[config.mk]
export PLATFORM = sky130hd
export DESIGN_NAME = bicubic_win_sched
export DESIGN_NICKNAME = d
export VERILOG_FILES = /design/src/rtl/bicubic_win_sched.sv
export SDC_FILE = /design/constraint.sdc
export NUM_CORES = 1
export LEC_CHECK = 0
export ABC_CLOCK_PERIOD_IN_PS = 6000
export BUFFER_PORTS_ARGS = -buffer_cell sky130_fd_sc_hd__buf_2
export CAP_MARGIN = 10
export CELL_PAD_IN_SITES_DETAIL_PLACEMENT = 0
export CELL_PAD_IN_SITES_GLOBAL_PLACEMENT = 1
export CORE_MARGIN = 4
export CORE_UTILIZATION = 50
export DETAILED_ROUTE_END_ITERATION = 10
export GPL_ROUTABILITY_DRIVEN = 0
export PLACE_DENSITY_LB_ADDON = 0.3
export SLEW_MARGIN = 10
export SYNTH_ARGS = -nofsm -noshare
export SYNTH_HDL_FRONTEND = slang
export SYNTH_SLANG_ARGS = --single-unit
[constraint.sdc]
create_clock -name clk -period 6 [get_ports clk]
set_clock_uncertainty 0.1 [all_clocks]
set_input_delay 0 -clock clk [delete_from_list [all_inputs] [get_ports clk]]
set_output_delay 0 -clock clk [all_outputs]
set_load 0.01 [all_outputs]
[src/rtl/bicubic_win_sched.sv]
// rtl/bicubic_win_sched.sv - fill/shift/flush scheduler for the 4x4 bicubic window
module bicubic_win_sched #(
    parameter int WIDTH    = 960,
    parameter int HEIGHT   = 540,
    parameter int SUB_CNT  = 4,
    parameter int FILL_LEN = (WIDTH + 3) * 3 + 5
) (
    input  logic       clk,
    input  logic       rst_n,
    input  logic       start,
    input  logic       in_valid,
    output logic       in_ready,
    output logic       shift_en,
    output logic       pad,
    output logic       win_valid,
    input  logic       win_ready,
    input  logic       rsp_valid,
    output logic [9:0] col,
    output logic [9:0] row,
    output logic       busy,
    output logic       frame_done,
    output logic       rsp_err
);

    localparam int NPIX = WIDTH * HEIGHT;
    localparam int FW   = $clog2(FILL_LEN + 1);
    localparam int IW   = $clog2(NPIX + 1);

    typedef enum logic [2:0] {
        S_IDLE,
        S_FILL,
        S_REQ,
        S_WAIT,
        S_SHIFT,
        S_FLUSH,
        S_DONE
    } state_t;

    state_t          state_q;
    logic [FW-1:0]   fill_cnt_q;
    logic [IW-1:0]   in_cnt_q;
    logic [3:0]      sub_cnt_q;
    logic [9:0]      col_q;
    logic [9:0]      row_q;
    logic            rsp_err_q;

    logic            shift_req;
    logic            exhausted;
    logic            accept;
    logic [9:0]      col_d;

    // Once every source pixel is in, the buffer keeps shifting with zero padding
    assign shift_req  = (state_q == S_FILL) || (state_q == S_SHIFT) || (state_q == S_FLUSH);
    assign exhausted  = (in_cnt_q == IW'(NPIX));
    assign in_ready   = shift_req & ~exhausted;
    assign shift_en   = shift_req & (in_valid | exhausted);
    assign pad        = shift_en & exhausted;
    assign accept     = in_valid & in_ready;
    assign col_d      = col_q + 10'd1;

    assign win_valid  = (state_q == S_REQ);
    assign busy       = (state_q != S_IDLE);
    assign frame_done = (state_q == S_DONE);
    assign col        = col_q;
    assign row        = row_q;
    assign rsp_err    = rsp_err_q;

    always_ff @(posedge clk or negedge rst_n) begin
        if (!rst_n) begin
            state_q    <= S_IDLE;
            fill_cnt_q <= '0;
            in_cnt_q   <= '0;
            sub_cnt_q  <= '0;
            col_q      <= '0;
            row_q      <= '0;
            rsp_err_q  <= 1'b0;
        end else begin
            if (accept) begin
                in_cnt_q <= in_cnt_q + 1'b1;
            end
            if (rsp_valid && (state_q != S_WAIT)) begin
                rsp_err_q <= 1'b1;
            end

            unique case (state_q)
                S_IDLE: begin
                    if (start) begin
                        state_q    <= S_FILL;
                        fill_cnt_q <= '0;
                        in_cnt_q   <= '0;
                        sub_cnt_q  <= '0;
                        col_q      <= '0;
                        row_q      <= '0;
                        rsp_err_q  <= 1'b0;
                    end
                end
                S_FILL: begin
                    if (shift_en) begin
                        fill_cnt_q <= fill_cnt_q + 1'b1;
                        if (fill_cnt_q == FW'(FILL_LEN - 1)) begin
                            state_q <= S_REQ;
                            col_q   <= '0;
                            row_q   <= '0;
                        end
                    end
                end
                S_REQ: begin
                    if (win_ready) begin
                        sub_cnt_q <= '0;
                        state_q   <= S_WAIT;
                    end
                end
                S_WAIT: begin
                    if (rsp_valid) begin
                        sub_cnt_q <= sub_cnt_q + 4'd1;
                        if (sub_cnt_q == 4'(SUB_CNT - 1)) begin
                            state_q <= S_SHIFT;
                        end
                    end
                end
                S_SHIFT: begin
                    if (shift_en) begin
                        col_q <= col_d;
                        if (col_d < 10'(WIDTH)) begin
                            state_q <= S_REQ;
                        end else if (row_q == 10'(HEIGHT - 1)) begin
                            state_q <= S_DONE;
                        end else begin
                            state_q <= S_FLUSH;
                        end
                    end
                end
                // Three padding columns move the window across the row boundary
                S_FLUSH: begin
                    if (shift_en) begin
                        if (col_q == 10'(WIDTH + 2)) begin
                            col_q   <= '0;
                            row_q   <= row_q + 10'd1;
                            state_q <= S_REQ;
                        end else begin
                            col_q <= col_d;
                        end
                    end
                end
                S_DONE: begin
                    state_q <= S_IDLE;
                end
                default: begin
                    state_q <= S_IDLE;
                end
            endcase
        end
    end

endmodule

### After elaboration in Yosys (flattened, before gate mapping)

Cells that the tools add are included.

| storage, ports and cells | value |
|---|---|
| bits in registers | 59 |
| bits of input ports | 6 |
| output and inout port bits | 27 |
| logic and storage cells | 89 |

| cells by class | value |
|---|---|
| add/subtract/negate cells | 5 |
| order comparisons | 1 |
| eq/ne operators | 21 |
| muxes and demuxes | 35 |
| bitwise operators | 6 |
| reduce and logical (&&, ||, !) cells | 14 |

Operators by type and width:

| cell | number |
|---|---|
| $mux W10 | 8 |
| $mux W19 | 3 |
| $pmux W10 S4 | 1 |
| $mux W3 | 10 |
| $pmux W10 S3 | 1 |
| $mux W12 | 2 |
| $pmux W12 S2 | 1 |
| $add A10 B1 Y10 const B | 2 |
| $eq A10 B10 Y1 const B | 2 |
| $add A19 B1 Y19 const B | 1 |
| $eq A19 B19 Y1 const B | 1 |
| $pmux W3 S6 | 1 |
| $add A12 B1 Y12 const B | 1 |
| $eq A12 B12 Y1 const B | 1 |
| $mux W4 | 3 |
| $ne A2 B2 Y1 const B | 6 |
| $pmux W4 S3 | 1 |
| $reduce_and A6 Y1 | 2 |
| $lt A10 B10 Y1 const B | 1 |
| $eq A3 B3 Y1 const B | 3 |
| $reduce_and A9 Y1 | 1 |
| $reduce_bool A3 Y1 | 3 |
| $eq A3 B2 Y1 const B | 2 |
| $ne A2 B1 Y1 const B | 3 |
| 16 further kinds | 22 |

### Depth between registers and ports, before layout

| depth | value |
|---|---|
| word-level depth | 8 |
| mapped depth | 9 |
| mapped depth without buffers | 7 |

### Worst setup path after synthesis

Ideal clock, no wire load.

| timing path | value |
|---|---|
| path kind | reg-to-reg |
| start | reg in_cnt_q[4] |
| end | reg col_q[6], in the netlist col[6] |
| library setup time | 134 ps |
| arrival | 2,076 ps |
| data required time | 5,766 ps |
| setup slack | 3,690 ps |
| cell stages (with the launch flop) | 8 |
| path buffers | 2 |
| clock period less this slack | 2,310 ps |
| cells stage by stage | dfrtp_1 or4_4 nor4_4 a221oi_2 buf_6 buf_6 o31ai_1 o31ai_1 |

| between the ends | value |
|---|---|
| longest elaborated chain between the ends | 5 |
| elaborated cells on any way between the ends | 7 |
| those cells by class | 4 x eq/ne; 2 x bitwise; 1 x reduce/logical |

Ends and longest elaborated chain:

| element | RTL line | RTL |
|---|---|---|
| from (decl) | 41 | `logic [IW-1:0] in_cnt_q;` |
| from (signal assigned) | 79 | `in_cnt_q <= in_cnt_q + 1'b1;` |
| $eq A19 B19 Y1 * | 54 | `assign exhausted = (in_cnt_q == IW'(NPIX));` |
| $or A1 B1 Y1 * | 56 | `assign shift_en = shift_req & (in_valid \| exhausted);` |
| $and A1 B1 Y1 * | 56 |  |
| $ne A2 B2 Y1 (no source line) | - |  |
| $reduce_and A6 Y1 (no source line) * | - |  |
| to (signal assigned) | 123 | `col_q <= col_d;` |
| to (signal assigned) | 141 | `col_q <= col_d;` |
| to (decl) | 43 | `logic [9:0] col_q;` |

Mark *: on every way between the ends. The rest lies on a longest branch, timed or not.
A chain may end at the register's enable or synchronous reset.

### Worst setup path in the final report

| timing path | value |
|---|---|
| start | reg in_cnt_q[4] |
| end | reg row_q[5], in the netlist row[5] |

| between the ends | value |
|---|---|
| longest elaborated chain between the ends | 5 |
| elaborated cells on any way between the ends | 6 |
| those cells by class | 3 x eq/ne; 2 x bitwise; 1 x reduce/logical |

Ends and longest elaborated chain:

| element | RTL line | RTL |
|---|---|---|
| $eq A19 B19 Y1 * | 54 |  |
| $or A1 B1 Y1 * | 56 |  |
| $and A1 B1 Y1 * | 56 |  |
| $ne A2 B2 Y1 (no source line) | - |  |
| $reduce_and A6 Y1 (no source line) * | - |  |
| to (signal assigned) | 138 | `row_q <= row_q + 10'd1;` |
| to (decl) | 44 | `logic [9:0] row_q;` |

Marks and branches as above.

==> impl_metrics.json <==
{
  "reg2reg_to": "row[5]$_DFFE_PN0P_",
  "path_class": "flip-flop to flip-flop",
  "synth_common_cells": "59 x dfrtp_1, 28 x o31ai_1, 27 x nand2_1, 27 x nor2_1, 24 x a21oi_1",
  "holdPathEnd": "in_cnt_q[0]$_DFF_PN0_",
  "p_per_area_nw_per_um2": 357.9,
  "grt_max_degree": 60,
  "nNetsFinal": 437,
  "synth_flop_cell": "dfrtp_1",
  "internal_power_uw": 860.2,
  "clock_sinks": 59,
  "ys_ff_latch": 59,
  "reg2reg_setup_slack_ps": 3260,
  "path_buf_inv": 0,
  "synth.most_common_cell": "dfrtp_1",
  "p_sw_uw": 586.1,
  "grt_overflow": 0,
  "grt_pass1_vias": 2944,
  "fmax_mhz": 364.9,
  "rsz0062_at_grt": "false",
  "cts_htree_levels": 3,
  "synth_edf_count": 0,
  "drc_errors": 0,
  "n_antenna_cell": 0,
  "antenna_found_initial": 0,
  "netlist_area_sq_um": 3652,
  "dp_cells": 506,
  "crit_required_ps": 6080,
  "die_w_microns": 93.47,
  "ys_types": 70,
  "synthArstFlopShare": 1.000,
  "hp-start": "in_valid",
  "seq_power_share": 0.452,
  "pin_count": 33,
  "numCtsBuffers": 9,
  "fin_crit_ps": 2740,
  "antenna_left": 0,
  "netSwitchingFraction": 0.4052,
  "setup_violations": 0,
  "yosysWarnings": 0,
  "syn_to_final_growth_pct": 10.65,
  "synth_fp_nets": 409,
  "endpoint_kind": "flip-flop",
  "wl_microns": 8416,
  "maxCapViolCount": 0,
  "clk_latency_ps": 330,
  "path_clk_slew_ps": 60,
  "drt_iter0_markers": 201,
  "tns_ps": 0,
  "dieArea_sq_um": 8736,
  "reg2reg_depth": 5,
  "vias": 3168,
  "netlist_instances": 395,
  "startpoint_type": "flip-flop",
  "wl_per_cell_microns": 16.09,
  "cp_top_family": "compound AO/OA/AOI/OAI gates",
  "syn_area_per_cell_sq_um": 9.246,
  "timing_hold_violations_final": 0,
  "reg2reg_from": "in_cnt_q[4]$_DFF_PN0_",
  "p_comb_frac": 0.321,
  "cts_resized": 0,
  "period_share": 0.4567,
  "die_h_microns": 93.47,
  "first_pass_iters": 4,
  "grtUsageTotal": 0.2106,
  "dp_hpwl_microns": 5714,
  "cts-root-buf": "clkbuf_8",
  "final_cells": 523,
  "status": "completed",
  "critical_path.max_stage_delay_ps": 670,
  "grt_first_pass_wirelength_microns": 14770,
  "clockPowerShare": 0.227,
  "synth.top_cell.area_share": 0.4042,
  "ys_top_cells_by_area": "dfrtp_1 40%, o31ai_1 5.8%, a21oi_1 3.3%, nand3_1 2.9%, or4_1 2.9%",
  "cpMaxStageDelayCell": "o21ai_0",
  "ys_seq_area_frac": 0.4042,
  "path_cells": "or4_4 -> nor4_4 -> a21oi_2 -> o21ai_0 -> a21oi_1",
  "hp-class": "input port to flip-flop",
  "drive_above_1_share": 0.1639,
  "crit_path_start": "in_cnt_q[4]$_DFF_PN0_",
  "cp.arrival_ps": 2820,
  "slew_headroom": 0.3249,
  "rows": 30,
  "initial_core_util": 0.5259,
  "cts_tree": "done",
  "slew_violations": 0,
  "p_leak_uw": 0.001691,
  "io_buffer_count": 32,
  "yosysTopAreaCell": "dfrtp_1",
  "viasPerCell": 6.057,
  "coreArea_sq_um": 6944,
  "clockBufferDepth": 2,
  "worstMarginPinSlew_ps": 1013,
  "critPathMaxFanout": 27,
  "max-vdd-ir-drop_mv": 0.1905,
  "holdPathStages": 4
}
[through the flow]
step,hold slack (ps),util,power [uW],area [sq um],worst slack (ps)
floorplan,-395.6,-,966.1,3652,3690
global placement,103.8,0.5533,1111,3842,3322
detailed placement,108.3,0.5533,1122,3842,3238
CTS,4.435,0.5820,1459,4041,3248
global route,38.99,0.5820,1564,4041,2981
finish,22.03,0.5820,1446,4041,3260
[power by group through the flow]
| stage | Sequential (uW) | Clock (uW) | Combinational (uW) |
|---|---|---|---|
| finish | 653 | 328 | 465 |
| global route | 680 | 361 | 523 |
| CTS | 651 | 339 | 469 |
| detailed placement | 655 | 0 | 466 |
| global placement | 653 | 0 | 458 |
| floorplan | 613 | 0 | 353 |
[logic make-up after synthesis]
group,after synthesis,share of synthesized area
buf+inv,39,0.05036
mux,10,0.02843
compound gates,101,0.1922
fa+ha+maj,8,0.02741
xor+xnor,15,0.03597
flops,59,0.4042
simple gates,163,0.2614
[flip-flops by register name, summed over array words and instances, names as in the netlist]
register / count
rsp_err: 1
sub_cnt_q: 4
in_cnt_q: 19
row: 10
col: 10
fill_cnt_q: 12
state_q: 3
[how the worst max path moves through the flow]
stage,slack (ps),cells past startpoint,end
global route,2980,5,row[3]$_DFFE_PN0P_
floorplan,3690,7,col[6]$_DFFE_PN0P_
detailed placement,3240,5,row[5]$_DFFE_PN0P_
CTS,3250,5,row[5]$_DFFE_PN0P_
finish,3260,5,row[5]$_DFFE_PN0P_
global placement,3320,5,row[6]$_DFFE_PN0P_
[tightest hold or removal path, stage by stage]
cell	delay, ps
buf_2	150
o211ai_2	110
xnor2_1	70
nor2_1	80
[cells in the final DEF (no fill, tap or decap), drive strengths merged, types with 6 or more instances in the layout]
cell type  Yosys  routed
nor2          28      28
a21oi         25      25
o211ai        11      11
o21ai         13      13
nor3          11      11
nand3         21      21
o31ai         28      28
nand4         12      12
xnor2         10      10
nand2         27      27
or4           15      15
mux2i          7       7
nor4           6       6
dfrtp         59      59
clkbuf        13      13
and3          12      12
ha             8       8
buf            6      35
inv           19      19
[final cells by class]
cell class	count	area (sq um)
Fill cell	640	2903
Multi-Input combinational cell	297	1992
Sequential cell	59	1476
Timing Repair Buffer	37	202.7
Clock buffer	13	168.9
Tap cell	96	120.1
Inverter	19	71.32
Clock inverter	2	10.01
[per-layer routing]
layer | vias to the layer above | wire (microns) | track usage
met5 | - | 0 | 0
met4 | 0 | 37 | 0.04640
met3 | 2 | 347 | 0.05229
met2 | 62 | 3856 | 0.3222
met1 | 1552 | 4174 | 0.3010
li1 | 1552 | - | -
[timing repair]
action / 4_1_cts / 5_1_grt
endpoints found under the hold margin: 61 / 0
setup endpoints to repair: 0 / 0
hold buffers: 2 / 0
buffers inserted: 0 / 0
No activity file was read; power rests on OpenSTA's default activity.
